**src/rtl/rf_write_arbiter_if.sv**
```systemverilog
// rf_write_arbiter_if: writeback request, claim/hazard query and register-file write bus (slave = arbiter, master = environment)
interface rf_write_arbiter_if #(
  parameter int NUM_REQ = 2,
  parameter int ADDR_W  = 6,
  parameter int DATA_W  = 32
);
  logic [NUM_REQ-1:0]        req_valid;
  logic [NUM_REQ*ADDR_W-1:0] req_addr;
  logic [NUM_REQ*DATA_W-1:0] req_data;
  logic [NUM_REQ-1:0]        req_ready;
  logic                      claim_valid;
  logic [ADDR_W-1:0]         claim_addr;
  logic                      claim_busy;
  logic [ADDR_W-1:0]         rd_addr_1;
  logic [ADDR_W-1:0]         rd_addr_2;
  logic                      rd_busy_1;
  logic                      rd_busy_2;
  logic                      wr_en;
  logic [ADDR_W-1:0]         wr_addr;
  logic [DATA_W-1:0]         wr_data;
  modport slave (
    input  req_valid, req_addr, req_data, claim_valid, claim_addr, rd_addr_1, rd_addr_2,
    output req_ready, claim_busy, rd_busy_1, rd_busy_2, wr_en, wr_addr, wr_data
  );
  modport master (
    output req_valid, req_addr, req_data, claim_valid, claim_addr, rd_addr_1, rd_addr_2,
    input  req_ready, claim_busy, rd_busy_1, rd_busy_2, wr_en, wr_addr, wr_data
  );
endinterface

```
**src/rtl/rf_write_arbiter.sv**
```systemverilog
// rf_write_arbiter: round-robin share of the register-file write port with a registered write stage and busy-bit scoreboard; ports clk, rst (async, active-high), bus (rf_write_arbiter_if.slave); RF_ARB_BYPASS_EN masks rd_busy for the register being written this cycle
module rf_write_arbiter #(
  parameter int NUM_REQ  = 2,
  parameter int ADDR_W   = 6,
  parameter int NUM_REGS = 32,
  parameter int DATA_W   = 32
) (
  input logic clk,
  input logic rst,
  rf_write_arbiter_if.slave bus
);
  localparam int PTR_W  = $clog2(NUM_REQ);
  localparam int RIDX_W = $clog2(NUM_REGS);
`ifdef RF_ARB_BYPASS_EN
  localparam bit BYPASS = 1'b1;
`else
  localparam bit BYPASS = 1'b0;
`endif
  logic [PTR_W-1:0]    ptr_q, ptr_d, gidx;
  logic                hit;
  int                  cand;
  logic [ADDR_W-1:0]   sel_addr;
  logic                wr_en_q, wr_en_d;
  logic [ADDR_W-1:0]   wr_addr_q, wr_addr_d;
  logic [DATA_W-1:0]   wr_data_q, wr_data_d;
  logic [NUM_REGS-1:0] busy_q, busy_d, set_v, clr_v;
  logic                claim_ok, claim_in, rd1_in, rd2_in;
  // Search starts at ptr_q, which already holds last_granted+1.
  always_comb begin
    hit  = 1'b0;
    gidx = '0;
    cand = 0;
    for (int k = 0; k < NUM_REQ; k++) begin
      cand = (int'(ptr_q) + k) % NUM_REQ;
      if (!hit && bus.req_valid[PTR_W'(cand)]) begin
        hit  = 1'b1;
        gidx = PTR_W'(cand);
      end
    end
    sel_addr  = bus.req_addr[gidx*ADDR_W +: ADDR_W];
    ptr_d     = hit ? ((int'(gidx) == NUM_REQ-1) ? '0 : gidx + 1'b1) : ptr_q;
    wr_en_d   = hit && sel_addr != '0 && 32'(sel_addr) < NUM_REGS;
    wr_addr_d = hit ? sel_addr : wr_addr_q;
    wr_data_d = hit ? bus.req_data[gidx*DATA_W +: DATA_W] : wr_data_q;
  end
  assign bus.req_ready = hit ? (NUM_REQ'(1) << gidx) : '0;
  assign claim_in      = 32'(bus.claim_addr) < NUM_REGS;
  assign rd1_in        = 32'(bus.rd_addr_1) < NUM_REGS;
  assign rd2_in        = 32'(bus.rd_addr_2) < NUM_REGS;
  assign bus.claim_busy = claim_in && busy_q[bus.claim_addr[RIDX_W-1:0]];
  assign bus.rd_busy_1  = rd1_in && busy_q[bus.rd_addr_1[RIDX_W-1:0]] && !(BYPASS && wr_en_q && wr_addr_q == bus.rd_addr_1);
  assign bus.rd_busy_2  = rd2_in && busy_q[bus.rd_addr_2[RIDX_W-1:0]] && !(BYPASS && wr_en_q && wr_addr_q == bus.rd_addr_2);
  assign claim_ok = bus.claim_valid && claim_in && !bus.claim_busy;
  // Set is applied after clear so a same-cycle claim wins; bit 0 is forced clear.
  always_comb begin
    set_v  = claim_ok ? (NUM_REGS'(1) << bus.claim_addr[RIDX_W-1:0]) : '0;
    clr_v  = wr_en_q ? (NUM_REGS'(1) << wr_addr_q[RIDX_W-1:0]) : '0;
    busy_d = ((busy_q & ~clr_v) | set_v) & ~NUM_REGS'(1);
  end
  always_ff @(posedge clk or posedge rst) begin
    if (rst) begin
      ptr_q     <= '0;
      wr_en_q   <= 1'b0;
      wr_addr_q <= '0;
      wr_data_q <= '0;
      busy_q    <= '0;
    end else begin
      ptr_q     <= ptr_d;
      wr_en_q   <= wr_en_d;
      wr_addr_q <= wr_addr_d;
      wr_data_q <= wr_data_d;
      busy_q    <= busy_d;
    end
  end
  assign bus.wr_en   = wr_en_q;
  assign bus.wr_addr = wr_addr_q;
  assign bus.wr_data = wr_data_q;
endmodule
```
**src/flat_wrapper.sv**
```systemverilog
// flat-port wrapper written by rule: the top's interface ports become plain ports
module rf_write_arbiter_flat 
#(
  parameter int NUM_REQ  = 2,
  parameter int ADDR_W   = 6,
  parameter int NUM_REGS = 32,
  parameter int DATA_W   = 32
)
  (clk, rst, bus_req_valid, bus_req_addr, bus_req_data, bus_claim_valid, bus_claim_addr, bus_rd_addr_1, bus_rd_addr_2, bus_req_ready, bus_claim_busy, bus_rd_busy_1, bus_rd_busy_2, bus_wr_en, bus_wr_addr, bus_wr_data);
  rf_write_arbiter_if #(.NUM_REQ(NUM_REQ), .ADDR_W(ADDR_W), .DATA_W(DATA_W)) bus_i ();
  input logic clk;
  input logic rst;
  input wire logic [$bits(bus_i.req_valid)-1:0] bus_req_valid;
  input wire logic [$bits(bus_i.req_addr)-1:0] bus_req_addr;
  input wire logic [$bits(bus_i.req_data)-1:0] bus_req_data;
  input wire logic [$bits(bus_i.claim_valid)-1:0] bus_claim_valid;
  input wire logic [$bits(bus_i.claim_addr)-1:0] bus_claim_addr;
  input wire logic [$bits(bus_i.rd_addr_1)-1:0] bus_rd_addr_1;
  input wire logic [$bits(bus_i.rd_addr_2)-1:0] bus_rd_addr_2;
  output wire logic [$bits(bus_i.req_ready)-1:0] bus_req_ready;
  output wire logic [$bits(bus_i.claim_busy)-1:0] bus_claim_busy;
  output wire logic [$bits(bus_i.rd_busy_1)-1:0] bus_rd_busy_1;
  output wire logic [$bits(bus_i.rd_busy_2)-1:0] bus_rd_busy_2;
  output wire logic [$bits(bus_i.wr_en)-1:0] bus_wr_en;
  output wire logic [$bits(bus_i.wr_addr)-1:0] bus_wr_addr;
  output wire logic [$bits(bus_i.wr_data)-1:0] bus_wr_data;
  assign bus_i.req_valid = bus_req_valid;
  assign bus_i.req_addr = bus_req_addr;
  assign bus_i.req_data = bus_req_data;
  assign bus_i.claim_valid = bus_claim_valid;
  assign bus_i.claim_addr = bus_claim_addr;
  assign bus_i.rd_addr_1 = bus_rd_addr_1;
  assign bus_i.rd_addr_2 = bus_rd_addr_2;
  assign bus_req_ready = bus_i.req_ready;
  assign bus_claim_busy = bus_i.claim_busy;
  assign bus_rd_busy_1 = bus_i.rd_busy_1;
  assign bus_rd_busy_2 = bus_i.rd_busy_2;
  assign bus_wr_en = bus_i.wr_en;
  assign bus_wr_addr = bus_i.wr_addr;
  assign bus_wr_data = bus_i.wr_data;
  rf_write_arbiter #(.NUM_REQ(NUM_REQ), .ADDR_W(ADDR_W), .NUM_REGS(NUM_REGS), .DATA_W(DATA_W)) u_core (.clk(clk), .rst(rst), .bus(bus_i));
endmodule
```
**config.mk**
```make
export PLATFORM = sky130hd
export DESIGN_NAME = rf_write_arbiter_flat
export DESIGN_NICKNAME = d
export VERILOG_FILES = /design/src/rtl/rf_write_arbiter_if.sv /design/src/rtl/rf_write_arbiter.sv /design/src/flat_wrapper.sv
export SDC_FILE = /design/constraint.sdc
export NUM_CORES = 1
export LEC_CHECK = 0
export BUFFER_PORTS_ARGS = -buffer_cell sky130_fd_sc_hd__buf_2
export CAP_MARGIN = 5
export CORE_AREA = 10 10 98 100
export CTS_CLUSTER_SIZE = 40
export DETAILED_ROUTE_END_ITERATION = 10
export DIE_AREA = 0 0 108 110
export PLACE_DENSITY = 0.93
export SYNTH_ARGS = -nofsm -noshare
export SYNTH_HDL_FRONTEND = slang
export SYNTH_SLANG_ARGS = --single-unit
```
**constraint.sdc**
```tcl
create_clock -name clk -period 3.8 [get_ports clk]
set_input_delay 0.19 -clock clk [delete_from_list [all_inputs] [get_ports clk]]
set_output_delay 0.19 -clock clk [all_outputs]
set_load 0.005 [all_outputs]
```
-- Word level (Yosys, flattened, before mapping)
Index checks and enable logic that the tools add are counted.
- register bits: 71
- input bits: 99
- output and inout bits: 44
- logic and storage cells: 54
- add/subtract/negate cells: 2
- multiply operators: 1
- order comparisons: 9
- shift-type cells: 5
- mux-type cells: 18
- bitwise operators: 3
- reductions and logical operators: 11
- operator list (operator ; number):
    2-to-1 mux 32 bit ; 2
    variable part select 64 x 7 -> 32 bit ; 1
    << shifter 1 x 5 -> 32 bit (first input constant) ; 2
    bitwise AND 32 bit ; 1
    inverter 32 bit ; 1
    OR 32 bit ; 1
    less-than comparator 6 bit (second input constant) ; 4
    less-than comparator 5 x 6 -> 1 bit (second input constant) ; 3
    binary-select mux 1 bit (select 5 bit) ; 3
    2-to-1 mux 1 bit ; 12
    variable part select 12 x 5 -> 6 bit ; 1
    logical AND 1 bit ; 8
    less-than comparator 1 x 3 -> 1 bit (second input constant) ; 2
    nonzero test 6 bit ; 1
    multiplier 1 x 2 -> 3 bit (second input constant) ; 1
    adder 1 bit (second input constant) ; 2
    zero test 1 bit ; 2
    2-to-1 mux 2 bit ; 1
    << shifter 1 x 1 -> 2 bit (first input constant) ; 1

-- Depth between registers and ports, before layout
- depth in word-level cells: 12
- mapped depth: 7

-- Worst setup path after synthesis
Ideal clock, no wire load.
- kind: reg2out
- from: reg u_core.busy_q[11]
- to: out bus_claim_busy
- arrival time: 1538 ps
- required time: 3610 ps
- slack: 2072 ps
- stages on the path, launching flop included: 6
- path buffers: 0
- cells stage by stage: dfrtp_1 -> mux4_2 -> nor2b_1 -> a211o_1 -> and2_4 -> nor3b_1
- word-level cells in the longest chain between the ends: 3
- ends and longest elaborated chain (item ; RTL line ; RTL):
    from (decl) ; rf_write_arbiter.sv:26 ; logic [NUM_REGS-1:0] busy_q, busy_d, set_v, clr_v;
    from (signal assigned) ; rf_write_arbiter.sv:72 ; busy_q <= busy_d;
    binary-select mux 1 bit (select 5 bit) ; rf_write_arbiter.sv:50 ; assign bus.claim_busy = claim_in && busy_q[bus.claim_addr[RIDX_W-1:0]];
    2-to-1 mux 1 bit (not written as such) ; rf_write_arbiter.sv:50 ;
    logical AND 1 bit ; rf_write_arbiter.sv:50 ;
    to (decl) ; flat_wrapper.sv:21 ; output wire logic [$bits(bus_i.claim_busy)-1:0] bus_claim_busy;
No other way between the ends. The select of a mux whose other input is x is not followed.

-- Final worst setup path
- from: reg u_core.busy_q[9]
- to: out bus_claim_busy
The elaborated chain is that of the path after synthesis.

==> impl_metrics.sql <==
INSERT INTO impl_metrics (metric_group, metric, value, unit) VALUES
('cts', 'cts_inserted_buffers', '9', ''),
('cts', 'clk-insertion-delay-late', '0.34', 'ns'),
('final_layout', 'syn2layout_area_growth', '23.4', '%'),
('timing', 'layout_min_cycle_time', '2.33', 'ns'),
('cts', 'holdBufCountCts', '1', ''),
('synthesis', 'asyncSetResetFlopFracSynth', '100', '%'),
('detailed_routing', 'pre_repair_dr_iteration_count', '5', ''),
('cts', 'cts_sinks', '71', ''),
('synthesis', 'synth_top_area_share', '43.5', '%'),
('floorplan', 'die-area', '11900', 'µm²'),
('power_and_ir_drop', 'worst_ir_drop_vdd', '369', 'µV'),
('status', 'status', 'finished clean', ''),
('cts', 'max-clock-path-buffers', '2', ''),
('cts', 'cts_max_level', '3', ''),
('final_layout', 'insertedDiodeCount', '0', ''),
('timing', 'clock.fmax', '429', 'MHz'),
('synthesis', 'synth.avg_cell_area', '10.3', 'µm²'),
('floorplan', 'core_region_area', '7650', 'µm²'),
('place', 'place.port_buffers', '141', ''),
('floorplan', 'floorplan.io_pins', '143', ''),
('grt', 'grt.total_usage', '21.8', '%'),
('detailed_routing', 'ant_nets', '0', ''),
('timing', 'setup-violations-final', '0', ''),
('detailed_routing', 'first_iter_violations', '184', ''),
('flow_run', 'count_of_maximum_capacitance_violations', '0', ''),
('place', 'detailedPlace.worstSlack', '1.65', 'ns'),
('detailed_routing', 'detail_route.wirelength', '12700', 'µm'),
('synthesis', 'synth_seq_area_share', '43.5', '%'),
('detailed_routing', 'routedWlPerCell', '20.2', 'µm'),
('cts', 'clk_transition_reported_paths', '0.08', 'ns'),
('timing', 'hold_slack', '0.153', 'ns'),
('cts', 'clock_tree_from_tritoncts', 'built', ''),
('timing', 'timing.final.crit_share', '61.3', '%'),
('final_layout', 'most_common_cell_after_layout_fill_and_taps_aside', 'sky130_fd_sc_hd__buf_2', ''),
('detailed_routing', 'dr_total_vias', '3756', ''),
('synthesis', 'netlist_instances', '397', ''),
('setup_path', 'worst_r2r_path_depth', '5', ''),
('synthesis', 'yosys.cell_types.count', '40', ''),
('cts', 'cts_setup_buffers', '0', ''),
('floorplan', 'chipHeight', '110', 'µm'),
('power_and_ir_drop', 'power.density', '604', 'nW/µm²'),
('floorplan', 'start_util', '53.4', '%'),
('place', 'finalWeightedCongestion', '0.899', ''),
('floorplan', 'die_w', '108', 'µm'),
('setup_path', 'crit_path_max_fanout', '6', ''),
('synthesis', 'net_count_of_the_mapped_netlist', '496', ''),
('place', 'dpl.hpwl', '10100', 'µm'),
('worst_hold_path', 'holdPathEnd', 'u_core.bus.wr_data[23]$_DFFE_PP0P_', ''),
('grt', 'grt_first_pass_wirelength', '20400', 'µm'),
('detailed_routing', 'avgViaCountPerCell', '5.95', ''),
('synthesis', 'synth_top_cell_by_area', 'sky130_fd_sc_hd__dfrtp_1', ''),
('setup_path', 'critical_path.startpoint_type', 'register', ''),
('timing', 'max_slew.worst_pin.slew', '1.15', 'ns'),
('grt', 'antenna_found_initial', '0', ''),
('synthesis', 'synth_flop_cell', 'sky130_fd_sc_hd__dfrtp_1', ''),
('timing', 'rsz0062_at_grt', 'false', ''),
('grt', 'grt_max_degree', '44', ''),
('cts', 'post_cts_sizing', '0', ''),
('floorplan', 'placementRows', '32', ''),
('synthesis', 'ys_seq_elements', '71', ''),
('timing', 'post-route-worst-setup-slack', '1.47', 'ns'),
('timing', 'report.final.hold_viol_count', '0', ''),
('detailed_routing', 'drcViolationCount', '0', ''),
('setup_path', 'r2r-end', 'u_core.busy_q[17]$_DFF_PP0_', ''),
('worst_hold_path', 'worst_hold_path.num_cells', '3', ''),
('final_layout', 'final_layout_size_suffix_gt1_share', '34.6', '%'),
('synthesis', 'synth-edff-count', '0', ''),
('grt', 'grt_remaining_overflow', '0', ''),
('grt', 'first_global_vias', '3986', ''),
('setup_path', 'cp_data_arrival_time', '2.14', 'ns'),
('setup_path', 'critPathKind', 'reg -> out', '');
-- state kept, by name (all words and copies together) (netlist names) --
signal and flops:
u_core.bus.wr_addr 6, u_core.bus.wr_data 32, u_core.busy_q 31, u_core.bus.wr_en 1
u_core.ptr_q 1
-- power by group --
part	internal [mW]	switching, mW
Combinational	0.583	0.436
Sequential	1.01	0.362
Clock	0.371	0.275
-- routing by layer --
| metal | track usage (%) | share of wire (%) |
|---|---|---|
| met2 | 35.6 | 48 |
| met1 | 25.5 | 39 |
| met5 | 0 | 0 |
| met3 | 8.13 | 11 |
| met4 | 9.06 | 2.4 |
-- per-stage QoR --
step | power (mW) | util [%] | cell area, µm² | instances
finish | 3.04 | 65.9 | 5040 | 631
global route | 3.23 | 65.9 | 5040 | 631
CTS | 3.04 | 65.9 | 5040 | 631
detailed placement | 2.40 | 62.9 | 4810 | 614
global placement | 2.31 | 62.9 | 4810 | 614
floorplan | 1.97 | - | 4080 | 397
-- worst max-delay path by stage --
stage / start / depth (start not counted) / to / slack [ns]
final: u_core.busy_q[9]$_DFF_PP0_ / 6 / bus_claim_busy / 1.47
after global routing: u_core.busy_q[11]$_DFF_PP0_ / 6 / bus_claim_busy / 1.40
after CTS: u_core.busy_q[11]$_DFF_PP0_ / 6 / bus_claim_busy / 1.47
after detailed placement: bus_claim_addr[0] / 7 / bus_claim_busy / 1.65
after global placement: bus_claim_addr[0] / 7 / bus_claim_busy / 1.70
after floorplan: rst / 1 / u_core.bus.wr_addr[0]$_DFFE_PP0P_ / 1.81
-- worst max-delay path: stages, from the launching register on --
cell and delay (ns):
sky130_fd_sc_hd__dfrtp_1 0.43, sky130_fd_sc_hd__mux4_2 0.46, sky130_fd_sc_hd__nor2b_1 0.14, sky130_fd_sc_hd__a211o_1 0.32, sky130_fd_sc_hd__and2_4 0.19, sky130_fd_sc_hd__nor3b_1 0.15, sky130_fd_sc_hd__buf_2 0.12
-- cells in the mapped netlist, types with 2 or more instances --
library cell               instances
sky130_fd_sc_hd__nand3b_1          7
sky130_fd_sc_hd__nor3b_1           7
sky130_fd_sc_hd__mux4_1            5
sky130_fd_sc_hd__o31ai_1           8
sky130_fd_sc_hd__buf_1             4
sky130_fd_sc_hd__mux2i_1          44
sky130_fd_sc_hd__buf_2             4
sky130_fd_sc_hd__a21oi_1          46
sky130_fd_sc_hd__a31oi_1           6
sky130_fd_sc_hd__nor3_1            3
sky130_fd_sc_hd__o211ai_1          2
sky130_fd_sc_hd__nand3_1           5
sky130_fd_sc_hd__nand2b_1          6
sky130_fd_sc_hd__dfrtp_1          71
sky130_fd_sc_hd__mux2_2            4
sky130_fd_sc_hd__and2_1            2
sky130_fd_sc_hd__o21ai_0          55
sky130_fd_sc_hd__or3b_2            3
sky130_fd_sc_hd__and4b_1           2
sky130_fd_sc_hd__nor2_1           47
sky130_fd_sc_hd__clkbuf_1         19
sky130_fd_sc_hd__nor2b_1           7
sky130_fd_sc_hd__mux4_2           15
sky130_fd_sc_hd__nand2_1           8
sky130_fd_sc_hd__or3_1             2
-- cell type report --
cell class	count	area [µm²]
fillers	593	2610
clock buffers	11	131
flip-flops and latches	71	1780
repair buffers	144	731
clock inverters	5	82.6
inverters	1	3.75
multi-input cells	297	2180
well taps	102	128
-- logic make-up after synthesis --
logic type	synth area share [%]
multiplexers	23.4
AO/OA/AOI/OAI	16.4
XOR/XNOR	0.215
AND/OR/NAND/NOR	13.5
flip-flops	43.5
buffers and inverters	2.97
Power figures use the tool's default switching activity.
